`config.mk`:
```
export PLATFORM = sky130hd
export DESIGN_NAME = spi_draw_scheduler
export DESIGN_NICKNAME = d
export VERILOG_FILES = /design/src/rtl/draw_pkg.sv /design/src/rtl/draw_cmd_fifo.sv /design/src/rtl/spi_draw_scheduler.sv
export SDC_FILE = /design/constraint.sdc
export NUM_CORES = 1
export LEC_CHECK = 0
export CAP_MARGIN = 25
export CORE_UTILIZATION = 48
export CTS_CLUSTER_SIZE = 40
export DETAILED_ROUTE_END_ITERATION = 8
export PLACE_DENSITY = 0.74
export SYNTH_ARGS = -nofsm -noshare
export SYNTH_HDL_FRONTEND = slang
export SYNTH_SLANG_ARGS = --single-unit
```
`constraint.sdc`:
```
create_clock -name i_clk -period 2.52 [get_ports i_clk]
set_input_delay 0.252 -clock i_clk [delete_from_list [all_inputs] [get_ports i_clk]]
set_output_delay 0.252 -clock i_clk [all_outputs]
set_load 0.02 [all_outputs]
```
`src/rtl/draw_pkg.sv`:
```
// Shared constants and types for the line-draw command scheduler.
package draw_pkg;

    localparam int unsigned COORD_W = 9;

    localparam logic KIND_H = 1'b0;
    localparam logic KIND_V = 1'b1;

    typedef enum logic [1:0] {
        StIdle   = 2'd0,
        StLaunch = 2'd1,
        StWait   = 2'd2,
        StGap    = 2'd3
    } state_e;

    // Command word layout: {kind, a1, a2, b}
    function automatic int unsigned cmd_width(input int unsigned coord_w);
        return 1 + 3 * coord_w;
    endfunction

    localparam int unsigned CMD_W = 1 + 3 * COORD_W;

endpackage

```
`src/rtl/draw_cmd_fifo.sv`:
```
// Synchronous command FIFO; power-of-two depth so pointers wrap naturally.
module draw_cmd_fifo #(
    parameter int unsigned DEPTH = 4,
    parameter int unsigned WIDTH = 28
) (
    input  logic                       i_clk,
    input  logic                       i_rst,
    input  logic                       i_wr_en,
    input  logic [WIDTH-1:0]           i_wr_data,
    input  logic                       i_rd_en,
    output logic [WIDTH-1:0]           o_rd_data,
    output logic                       o_full,
    output logic                       o_empty,
    output logic [$clog2(DEPTH):0]     o_count
);

    localparam int unsigned AW = $clog2(DEPTH);
    localparam int unsigned CW = AW + 1;

    logic [WIDTH-1:0] mem_q [DEPTH];
    logic [AW-1:0]    wr_ptr_q, rd_ptr_q;
    logic [CW-1:0]    count_q;
    logic             do_wr, do_rd;

    assign o_full    = (count_q == CW'(DEPTH));
    assign o_empty   = (count_q == '0);
    assign o_count   = count_q;
    assign o_rd_data = mem_q[rd_ptr_q];

    assign do_wr = i_wr_en && !o_full;
    assign do_rd = i_rd_en && !o_empty;

    always_ff @(posedge i_clk) begin
        if (do_wr) begin
            mem_q[wr_ptr_q] <= i_wr_data;
        end
    end

    always_ff @(posedge i_clk) begin
        if (!i_rst) begin
            wr_ptr_q <= '0;
            rd_ptr_q <= '0;
            count_q  <= '0;
        end else begin
            if (do_wr) begin
                wr_ptr_q <= wr_ptr_q + AW'(1);
            end
            if (do_rd) begin
                rd_ptr_q <= rd_ptr_q + AW'(1);
            end
            case ({do_wr, do_rd})
                2'b10:   count_q <= count_q + CW'(1);
                2'b01:   count_q <= count_q - CW'(1);
                default: count_q <= count_q;
            endcase
        end
    end

endmodule

```
`src/rtl/spi_draw_scheduler.sv`:
```
// Queues H/V segment requests, launches one engine at a time and hands it the SPI pins,
// with a CS-high gap between commands and a done watchdog.
module spi_draw_scheduler #(
    parameter int unsigned DEPTH      = 4,
    parameter int unsigned COORD_W    = 9,
    parameter int unsigned GAP_CYCLES = 2,
    parameter int unsigned TIMEOUT    = 16_777_215
) (
    input  logic               i_clk,
    input  logic               i_rst,
    input  logic               i_req_valid,
    output logic               o_req_ready,
    input  logic               i_req_kind,
    input  logic [COORD_W-1:0] i_req_a1,
    input  logic [COORD_W-1:0] i_req_a2,
    input  logic [COORD_W-1:0] i_req_b,
    output logic               o_h_start,
    output logic               o_v_start,
    output logic [COORD_W-1:0] o_h_x1,
    output logic [COORD_W-1:0] o_h_x2,
    output logic [COORD_W-1:0] o_h_y,
    output logic [COORD_W-1:0] o_v_y1,
    output logic [COORD_W-1:0] o_v_y2,
    output logic [COORD_W-1:0] o_v_x,
    input  logic               i_h_done,
    input  logic               i_v_done,
    input  logic               i_h_mosi,
    input  logic               i_h_dc,
    input  logic               i_h_cs,
    input  logic               i_v_mosi,
    input  logic               i_v_dc,
    input  logic               i_v_cs,
    output logic               o_mosi,
    output logic               o_dc,
    output logic               o_cs,
    output logic               o_done,
    output logic               o_err,
    output logic               o_busy
);

    import draw_pkg::*;

    localparam int unsigned CMD_BITS = cmd_width(COORD_W);
    localparam int unsigned OPS_BITS = 3 * COORD_W;
    localparam int unsigned GAP_W    = (GAP_CYCLES > 1) ? $clog2(GAP_CYCLES) : 1;
    localparam logic [GAP_W-1:0] GAP_LAST  = GAP_W'(GAP_CYCLES - 1);
    localparam logic [23:0]      WDOG_LAST = (TIMEOUT == 0) ? 24'd0 : 24'(TIMEOUT - 1);

    state_e                state_q, state_d;
    logic                  owner_q, owner_d;
    logic [OPS_BITS-1:0]   ops_q, ops_d;
    logic [GAP_W-1:0]      gap_q, gap_d;
    logic [23:0]           wdog_q, wdog_d;
    logic                  done_q, done_d;
    logic                  err_q, err_d;

    logic                  fifo_full, fifo_empty, fifo_rd;
    logic [CMD_BITS-1:0]   fifo_rd_data;
    logic [$clog2(DEPTH):0] fifo_count;

    logic                  req_hs, req_degen, owner_done, active, h_active, v_active;

    assign o_req_ready = !fifo_full;
    assign req_hs      = i_req_valid && !fifo_full;
    assign req_degen   = (i_req_a2 < i_req_a1);

    draw_cmd_fifo #(
        .DEPTH (DEPTH),
        .WIDTH (CMD_BITS)
    ) u_fifo (
        .i_clk     (i_clk),
        .i_rst     (i_rst),
        .i_wr_en   (req_hs && !req_degen),
        .i_wr_data ({i_req_kind, i_req_a1, i_req_a2, i_req_b}),
        .i_rd_en   (fifo_rd),
        .o_rd_data (fifo_rd_data),
        .o_full    (fifo_full),
        .o_empty   (fifo_empty),
        .o_count   (fifo_count)
    );

    assign owner_done = (owner_q == KIND_V) ? i_v_done : i_h_done;

    always_comb begin
        state_d = state_q;
        owner_d = owner_q;
        ops_d   = ops_q;
        gap_d   = gap_q;
        wdog_d  = wdog_q;
        done_d  = 1'b0;
        err_d   = req_hs && req_degen;
        fifo_rd = 1'b0;
        case (state_q)
            StIdle: begin
                if (!fifo_empty) begin
                    fifo_rd = 1'b1;
                    owner_d = fifo_rd_data[CMD_BITS-1];
                    ops_d   = fifo_rd_data[OPS_BITS-1:0];
                    state_d = StLaunch;
                end
            end
            StLaunch: begin
                wdog_d  = '0;
                state_d = StWait;
            end
            StWait: begin
                // Done is checked first so it beats a simultaneous expiry.
                if (owner_done) begin
                    done_d  = 1'b1;
                    gap_d   = '0;
                    state_d = StGap;
                end else if (TIMEOUT != 0 && wdog_q == WDOG_LAST) begin
                    err_d   = 1'b1;
                    gap_d   = '0;
                    state_d = StGap;
                end else begin
                    wdog_d = wdog_q + 24'd1;
                end
            end
            StGap: begin
                if (gap_q == GAP_LAST) begin
                    state_d = StIdle;
                end else begin
                    gap_d = gap_q + GAP_W'(1);
                end
            end
            default: state_d = StIdle;
        endcase
    end

    always_ff @(posedge i_clk) begin
        if (!i_rst) begin
            state_q <= StIdle;
            owner_q <= KIND_H;
            ops_q   <= '0;
            gap_q   <= '0;
            wdog_q  <= '0;
            done_q  <= 1'b0;
            err_q   <= 1'b0;
        end else begin
            state_q <= state_d;
            owner_q <= owner_d;
            ops_q   <= ops_d;
            gap_q   <= gap_d;
            wdog_q  <= wdog_d;
            done_q  <= done_d;
            err_q   <= err_d;
        end
    end

    assign active   = (state_q == StLaunch) || (state_q == StWait);
    assign h_active = active && (owner_q == KIND_H);
    assign v_active = active && (owner_q == KIND_V);

    assign o_h_start = (state_q == StLaunch) && (owner_q == KIND_H);
    assign o_v_start = (state_q == StLaunch) && (owner_q == KIND_V);

    assign o_h_x1 = h_active ? ops_q[3*COORD_W-1 -: COORD_W] : '0;
    assign o_h_x2 = h_active ? ops_q[2*COORD_W-1 -: COORD_W] : '0;
    assign o_h_y  = h_active ? ops_q[COORD_W-1:0]            : '0;
    assign o_v_y1 = v_active ? ops_q[3*COORD_W-1 -: COORD_W] : '0;
    assign o_v_y2 = v_active ? ops_q[2*COORD_W-1 -: COORD_W] : '0;
    assign o_v_x  = v_active ? ops_q[COORD_W-1:0]            : '0;

    // Outside an owned command the bus rests deselected.
    assign o_mosi = h_active ? i_h_mosi : (v_active ? i_v_mosi : 1'b0);
    assign o_dc   = h_active ? i_h_dc   : (v_active ? i_v_dc   : 1'b0);
    assign o_cs   = h_active ? i_h_cs   : (v_active ? i_v_cs   : 1'b1);

    assign o_done = done_q;
    assign o_err  = err_q;
    assign o_busy = (state_q != StIdle) || (fifo_count != '0);

endmodule

```
; ---- After elaboration in Yosys (flattened, before gate mapping)
; Memory sizes are Yosys's and may differ from the RTL's. A register that Yosys moved wholly into a read port is not among the register bits.
; Cells that the tools add are included.
[op_classes]
add_sub_neg = 6
magnitude_cmp = 1
n_eq_ne = 12
n_mux = 34
bitwise = 2
n_reduce_logical = 27
[ops]
columns = op, count
row1 = $mux W9, 6
row2 = $mux W24, 2
row3 = $pmux W24 S2, 1
row4 = $add A24 B1 Y24 const B, 1
row5 = $eq A24 B24 Y1 const B, 1
row6 = $mux W1, 18
row7 = $logic_and A1 B1 Y1, 9
row8 = $lt A9 B9 Y1, 1
row9 = $mux W2, 4
row10 = $ne A2 B2 Y1 const B, 4
row11 = $pmux W2 S4, 1
row12 = $reduce_bool A2 Y1, 4
row13 = $eq A2 B2 Y1 const B, 3
row14 = $pmux W3 S2, 1
row15 = $reduce_and A2 Y1, 3
row16 = $reduce_and A3 Y1, 2
row17 = $add A2 B1 Y2 const B, 2
row18 = $eq A2 B1 Y1 const B, 2
row19 = $logic_not A1 Y1, 4
row20 = $add A3 B1 Y3 const B, 1
row21 = $eq A3 B3 Y1 const B, 1
row22 = $logic_not A3 Y1, 1
row23 = $ne A3 B3 Y1 const B, 1
row24 = $reduce_bool A3 Y1, 1
row25 = 6 further kinds, 8
[totals]
register_bits = 36
ramBits = 112
inputBits = 39
out_inout_bits = 63
wordCells = 91
mem_count = 1
[memory_table]
columns = name, depth, width, read_ports, rd_ports_with_merged_regs, write_ports, line
row1 = u_fifo.mem_q, 4, 28, 1, 1, 1, draw_cmd_fifo.sv:20  ; logic [WIDTH-1:0] mem_q [DEPTH];

; ---- Logic depth before layout (Yosys ltp)
; Gate-level depths: netlist (run 1).
[logic_depth]
ltp_word = 7
ltp_mapped = 12
depth_no_buf = 12

; ---- Modules after synthesis
; A second synthesis (run 1) with hierarchy kept.
[unflattened]
hier_cells = 608
hier_area_um2 = 7797.5
[modules_own_cells]
columns = mod, n_inst, cells_each, area_each_um2, seq_area_each_um2
row1 = draw_cmd_fifo, 1, 200, 4554.4, 3543.4
row2 = spi_draw_scheduler, 1, 408, 3243.1, 1141.1

; ---- Worst setup path before layout (run 1)
; Ideal clock, no wire load.
[synth_timing]
path_type = in2reg
startpoint = in i_req_a1[7]
endpoint = reg u_fifo.count_q[2], in the netlist u_fifo.o_count[2]
setup_time_ns = 0.076
arrival_ns = 2.593
required_time_ns = 2.444
setup_slack_ns = -0.148
stages = 11
n_path_buf = 0
cell_sequence = inv_1 ha_1 nand3_1 or3_1 a21oi_1 inv_1 ha_1 fa_1 xnor2_1 or3_1 a21boi_0
[synth_via]
elab_chain_cells = 6
elab_cells_between_ends = 8
classes_between = order compare: 1 / eq/ne: 2 / mux: 1 / reduce/logical: 4
[synth_lines]
columns = element, line
row1 = start: declaration, spi_draw_scheduler.sv:14  ; input logic [COORD_W-1:0] i_req_a1,
row2 = $lt A9 B9 Y1 (*), spi_draw_scheduler.sv:65  ; assign req_degen = (i_req_a2 < i_req_a1);
row3 = $logic_not A1 Y1 (*), spi_draw_scheduler.sv:73  ; .i_wr_en (req_hs && !req_degen),
row4 = $logic_and A1 B1 Y1 (*), spi_draw_scheduler.sv:73
row5 = $logic_and A1 B1 Y1 (*), draw_cmd_fifo.sv:30  ; assign do_wr = i_wr_en && !o_full;
row6 = $eq A2 B1 Y1 or $eq A2 B2 Y1 (tied branches), draw_cmd_fifo.sv:51  ; case ({do_wr, do_rd})
row7 = $pmux W3 S2 or $reduce_bool A2 Y1 (tied branches), n/a
row8 = end signal: assignment, draw_cmd_fifo.sv:52  ; 2'b10: count_q <= count_q + CW'(1);
row9 = end signal: assignment, draw_cmd_fifo.sv:53  ; 2'b01: count_q <= count_q - CW'(1);
row10 = end signal: assignment, draw_cmd_fifo.sv:54  ; default: count_q <= count_q;
row11 = end: declaration, draw_cmd_fifo.sv:22  ; logic [CW-1:0] count_q;
; Every way passes the cells marked *; elsewhere a longest branch is shown, timed or not.
; A chain may end at the register's enable or synchronous reset.

; ---- Worst setup path in the final report (run 1)
[layout_timing]
startpoint = in i_req_a2[3]
endpoint = reg u_fifo.count_q[2], in the netlist u_fifo.o_count[2]
[layout_via]
elab_chain_cells = 6
elab_cells_between_ends = 8
classes_between = order compare: 1 / eq/ne: 2 / mux: 1 / reduce/logical: 4
[layout_lines]
columns = element, line
row1 = start: declaration, spi_draw_scheduler.sv:15  ; input logic [COORD_W-1:0] i_req_a2,
row2 = $lt A9 B9 Y1 (*), spi_draw_scheduler.sv:65
row3 = $logic_not A1 Y1 (*), spi_draw_scheduler.sv:73
row4 = $logic_and A1 B1 Y1 (*), spi_draw_scheduler.sv:73
row5 = $logic_and A1 B1 Y1 (*), draw_cmd_fifo.sv:30
row6 = $eq A2 B1 Y1 or $eq A2 B2 Y1 (tied branches), draw_cmd_fifo.sv:51
row7 = $pmux W3 S2 or $reduce_bool A2 Y1 (tied branches), n/a
; Marks and branches as above.

==> results of run 1 <==
-- cells by family (layout without fill, tap and decap cells) --
logic type | Yosys count | in the layout
adders and majority gates | 21 | 21
DFF | 176 | 176
xor gates and xnor gates | 7 | 7
muxes | 44 | 44
buffers and inverters | 54 | 204
and+or+nand+nor | 231 | 231
AOI/OAI and AO/OA | 80 | 80
-- Yosys cell counts (7+ instances only) --
cell type / instances
a21boi_0: 32
a21oi_1: 12
and2_1: 45
and3_1: 34
buf_2: 8
clkbuf_1: 24
dfxtp_1: 64
edfxtp_1: 112
ha_1: 20
inv_1: 20
mux2i_1: 15
mux4_2: 28
nand2_1: 88
nand3_1: 12
nand4_1: 7
nor2_1: 17
xnor2_1: 7
-- worst max-delay path, delay by kind of cell --
family / cells / cell delay (ns)
AO/OA/AOI/OAI: 3 / 0.45
XOR/XNOR: 1 / 0.14
adder cells (fa/ha/maj): 3 / 0.78
buffers and inverters: 2 / 0.49
AND/OR/NAND/NOR: 2 / 0.66
-- sequential cells by signal (all words and copies together), names as in the netlist, 2 cells and up --
| name | cells |
|---|---|
| ops_q | 27 |
| state_q | 2 |
| u_fifo.mem_q | 112 |
| u_fifo.o_count | 3 |
| u_fifo.rd_ptr_q | 2 |
| u_fifo.wr_ptr_q | 2 |
| wdog_q | 24 |
-- per-layer routing --
metal | global-route usage (%) | vias up | part of all wire, %
li1 | - | 2513 | -
met1 | 28.5 | 2626 | 44
met2 | 37.9 | 126 | 52
met3 | 3.26 | 12 | 3.2
met4 | 7.54 | 0 | 1.1
met5 | 0 | - | 0
-- power by group through the flow --
stage / clock network (W) / logic (W) / registers (W)
4_1_cts: 0.00242 / 0.00285 / 0.00361
3_5_place_dp: 0 / 0.00285 / 0.00367
6_report: 0.00239 / 0.00287 / 0.00361
5_1_grt: 0.00253 / 0.00315 / 0.00365
2_1_floorplan: 0 / 0.00177 / 0.00357
3_3_place_gp: 0 / 0.00276 / 0.00365
-- how the worst max path moves through the flow --
| stage | start | to | cells past startpoint |
|---|---|---|---|
| global placement | i_req_a1[7] | u_fifo.o_count[2] | 12 |
| detailed placement | i_req_a1[7] | u_fifo.o_count[2] | 12 |
| CTS | i_req_a1[3] | u_fifo.o_count[2] | 12 |
| floorplan | i_req_a1[7] | u_fifo.o_count[2] | 11 |
| finish | i_req_a2[3] | u_fifo.o_count[2] | 11 |
| global route | i_req_a1[7] | u_fifo.o_count[2] | 12 |
-- what timing repair did --
action	in CTS	in global routing
pin swaps	4	4
cloned	0	0
setup endpoints to repair	57	29
resized for setup	38	43
buffers inserted	1	0
-- cell type report --
class	count	area, sq um
Clock buffer	19	433
Timing Repair Buffer	152	1510
Tap cell	216	270
Fill cell	1195	5800
Multi-Input combinational cell	383	2990
Clock inverter	13	104
Inverter	20	75.1
Sequential cell	176	4650
-- stage by stage --
stage	instance area, sq um	hold slack (ns)	std cells
floorplan	7780	0.351	613
global placement	9370	0.460	946
detailed placement	9370	0.476	946
CTS	9890	0.223	979
global route	10000	0.181	979
finish	10000	0.164	979
==> flow_summary.ini, run 1 <==
[drt]
via_count = 5277
drc = 0
viasPerCell = 5.39
drt_iter0_markers = 386
wl_microns = 17500
drtPass1Iterations = 8
ant_nets = 0
routedWlPerCell_microns = 17.8

[sta]
rsz0062_at_grt = no
hold_violations = 0
slew_headroom_pct = 64.8
fin_skew_ns = 0.0116
post-route-period-util_pct = 95.9
period_minus_slack_ns = 2.42
drv_slew = 0
fin_ws_ns = 0.102
max_clock_freq_mhz = 414
setup-tns-final_ns = 0
finalSetupViolCount = 0
tightestPinTransition_ns = 0.527

[yosys]
yosys_warnings = 0
ys_ff_latch = 176
synth_ff_type = edfxtp_1
synth_top_area_share_pct = 43.3
synth_compound_area_share_pct = 7.48
synth.area.top_cells = edfxtp_1, dfxtp_1, mux4_2
synth.area.mux_share_pct = 10.3
synth_cell_types = 46
synth_top_family_by_area = simple AND/OR/NAND/NOR gates
synthCells = 613
synth_area_sq_um = 7760
synth_edf_count = 112
synth_area_per_cell_sq_um = 12.7
synth_simple_gate_area_share_pct = 15.3
synth-async-reset-ratio_pct = 0
yosys.area.top_type = edfxtp_1
ys_seq_area_share_pct = 59.8
synth_fa_ha_area_share_pct = 3.48
syn_nets = 673
synth_xor_area_share_pct = 0.790

[clock_network]
cts_max_path_buffers = 2
cts_made_buffers = 17
cts.htree.levels = 4
clkLatencyLatePin_ns = 0.42
cts_tree = yes
cts_hold_buffers = 0
cts_sinks = 176
clk_pin_slew_worst_paths_ns = 0.07
clockRootBuffer = clkbuf_16

[global_routing]
grt_pass1_wl_microns = 27400
grt_pass1_vias = 5205
grt-ovfl-total = 0
track_usage_pct = 22.0
antenna_found_initial = 0
grt_max_degree = 32

[setup_path]
critPathSlowestCell = clkdlybuf4s50_1
crit_required_ns = 2.87
startpoint_type = input pin
worstSetupPathType = input pin to flop
cp-end-kind = flop
r2r-start = u_fifo.o_count[0]
critical-path-max-stage-delay_ns = 0.43
worstPathArrival_ns = 2.77
path_max_fanout = 2
crit_chain = clkdlybuf4s50_1 > ha_1 > o211ai_1 > or3_4 > a21oi_4 > inv_2 > ha_4 > fa_2 > xnor2_1 > or3_1 > a21boi_1
reg2reg_depth = 11
reg2reg_slack_ns = 0.25
r2r_end = u_fifo.o_count[2]

[pwr]
vdd_drop_max_mv = 0.616
pwr-share-comb_pct = 32.4
clkPwrFrac_pct = 26.9
switching_share_pct = 34.0
p_int_w = 0.00585
total_power_w = 0.00887
p_leak_nw = 4.30
power_density_nw_per_um2 = 885
p_sw_w = 0.00302
power_frac_seq_pct = 40.7

[die]
die_y_microns = 129
fp.dieW_microns = 129
fp-row-count = 46
io_pins = 102
coreArea_sq_um = 15800
start_util_pct = 49.0
dieArea_sq_um = 16700

[run]
maxCapViolations = 0

[hold_path]
min_to = u_fifo.mem_q[2][21]
min_from = i_req_a1[3]
hold_path_depth = 2
worstHoldPathType = input pin to flop

[status]
status = completed

[placed_design]
dp_hpwl_microns = 12100
gp_congestion = 0.937
portBuffers = 101
post-place-ws_ns = -0.659

[layout]
mostFrequentLayoutCells = edfxtp_1, nand2_1, dfxtp_1
drive_gt1_share_pct = 16.8
area_delta_synth_final_pct = 29.1
final_common_cell = edfxtp_1
num_antenna_cells = 0
utilization_pct = 63.3
final_nets = 810
Note: power is estimated with default switching activity, not from simulation.
==> run 2: changes to the inputs <==
- DONT_BUFFER_PORTS: default -> 1
- MAX_ROUTING_LAYER: default -> met4
- PLACE_DENSITY: 0.74 -> 0.65
==> flow_summary.ini, run 2 (synthesis gave the netlist of run 1 again) <==
[setup_path]
crit_end = o_h_y[7]
worstSetupPathType = flop to output pin
cp-end-kind = output pin
path_buf_inv = 2
r2r-start = u_fifo.o_count[1]
worstPathArrival_ns = 2.13
crit_required_ns = 2.27
startpoint_type = flop
cp.depth = 5
critPathSlowestCell = ha_1
reg2reg_slack_ns = 0.23
r2r_end = u_fifo.o_count[2]
critical-path-max-stage-delay_ns = 0.49
crit_family = simple AND/OR/NAND/NOR gates
startpoint = state_q[0]
reg2reg_depth = 10
path_max_fanout = 14
crit_chain = inv_1 > ha_1 > nor2b_1 > buf_4 > and2_1

[sta]
hold_violations = 0
drv_slew = 0
hold_ws_ns = 0.0110
rsz0062_at_grt = no
post-route-period-util_pct = 94.4
setup-tns-final_ns = 0
fin_ws_ns = 0.141
tightestPinTransition_ns = 0.682
max_clock_freq_mhz = 420
period_minus_slack_ns = 2.38
finalSetupViolCount = 0
fin_skew_ns = 0.0106
slew_headroom_pct = 54.2

[die]
dieArea_sq_um = 16700
fp.dieW_microns = 129
die_y_microns = 129
start_util_pct = 49.0
fp-row-count = 46
coreArea_sq_um = 15800
io_pins = 102

[pwr]
power_density_nw_per_um2 = 943
vdd_drop_max_mv = 0.557
p_int_w = 0.00556
pwr-share-comb_pct = 28.7
power_frac_seq_pct = 42.4
switching_share_pct = 34.7
clkPwrFrac_pct = 28.9
p_sw_w = 0.00295
p_leak_nw = 3.23

[placed_design]
post-place-ws_ns = -0.0817
dp_hpwl_microns = 10800
gp_congestion = 0.874
dp.cells = 819
portBuffers = 0

[clock_network]
cts_made_buffers = 17
clkLatencyLatePin_ns = 0.43
cts_max_path_buffers = 2
cts_tree = yes
cts_setup_buffers = 0
clockRootBuffer = clkbuf_16
clk_pin_slew_worst_paths_ns = 0.07
cts_sinks = 176
cts.htree.levels = 4

[drt]
drc = 0
viasPerCell = 5.46
via_count = 4811
wl_microns = 16400
drt_iter0_markers = 404
drtPass1Iterations = 5
routedWlPerCell_microns = 18.6
ant_nets = 0

[run]
maxCapViolations = 0

[layout]
largest_register = u_fifo.mem_q
num_antenna_cells = 0
mostFrequentLayoutCells = edfxtp_1, nand2_1, dfxtp_1
drive_gt1_share_pct = 14.4
instances_no_fill = 881
final_common_cell = edfxtp_1
area_delta_synth_final_pct = 16.4
top_regs = u_fifo.mem_q: 112 flops, ops_q: 27 flops, wdog_q: 24 flops
final_nets = 712
largest_reg_flops = 112

[global_routing]
antenna_found_initial = 0
grt-ovfl-total = 0
grt_pass1_wl_microns = 25100
track_usage_pct = 21.1
grt_max_degree = 59
grt_pass1_vias = 4624

[hold_path]
worstHoldPathType = input pin to flop

[status]
status = completed
## run 2: what timing repair did
action,in CTS,in global routing
resized for setup,2,2
hold buffers,30,0
setup endpoints to repair,1,1
hold endpoints to repair,164,0
## run 2: final cells by class
class | count | area, sq um
Fill cell | 1294 | 6800
Sequential cell | 176 | 4650
Multi-Input combinational cell | 383 | 2930
Timing Repair Buffer | 54 | 553
Clock buffer | 19 | 433
Tap cell | 216 | 270
Clock inverter | 13 | 120
Inverter | 20 | 75.1
## run 2: how the worst min path moves through the flow
| stage | to | cells past startpoint | slack (ns) | startpoint |
|---|---|---|---|---|
| floorplan | u_fifo.mem_q[0][0] | 0 | 0.35 | i_req_b[0] |
| global placement | u_fifo.mem_q[2][2] | 0 | 0.35 | i_req_b[2] |
| detailed placement | u_fifo.mem_q[1][16] | 0 | 0.35 | i_req_a2[7] |
| CTS | owner_q | 1 | 0.003 | i_rst |
| global route | owner_q | 1 | 0.005 | i_rst |
| finish | owner_q | 1 | 0.01 | i_rst |
## run 2: power by group through the flow
| stage | registers [W] | logic [W] | clock network (W) |
|---|---|---|---|
| 2_1_floorplan | 0.00357 | 0.00177 | 0 |
| 3_3_place_gp | 0.00366 | 0.00232 | 0 |
| 3_5_place_dp | 0.00368 | 0.00238 | 0 |
| 4_1_cts | 0.00361 | 0.00246 | 0.00250 |
| 5_1_grt | 0.00365 | 0.00269 | 0.00261 |
| 6_report | 0.00361 | 0.00245 | 0.00246 |
## run 2: per-stage QoR
stage               instance area (sq um)  total power [W]  utilization, %
finish                               9030          0.00851            57.1
CTS                                  9030          0.00858            57.1
detailed placement                   8160          0.00605            51.6
global route                         9030          0.00896            57.1
floorplan                            7780          0.00534               -
global placement                     8160          0.00598            51.6
## run 2: routing by layer
metal  track usage [%]  routed length (microns)  up-vias
li1                  -                        -     2314
met1              26.7                     7300     2365
met2              33.2                     8150      113
met3              4.62                      650       19
met4              8.24                      275        0
met5                 -                        0        -
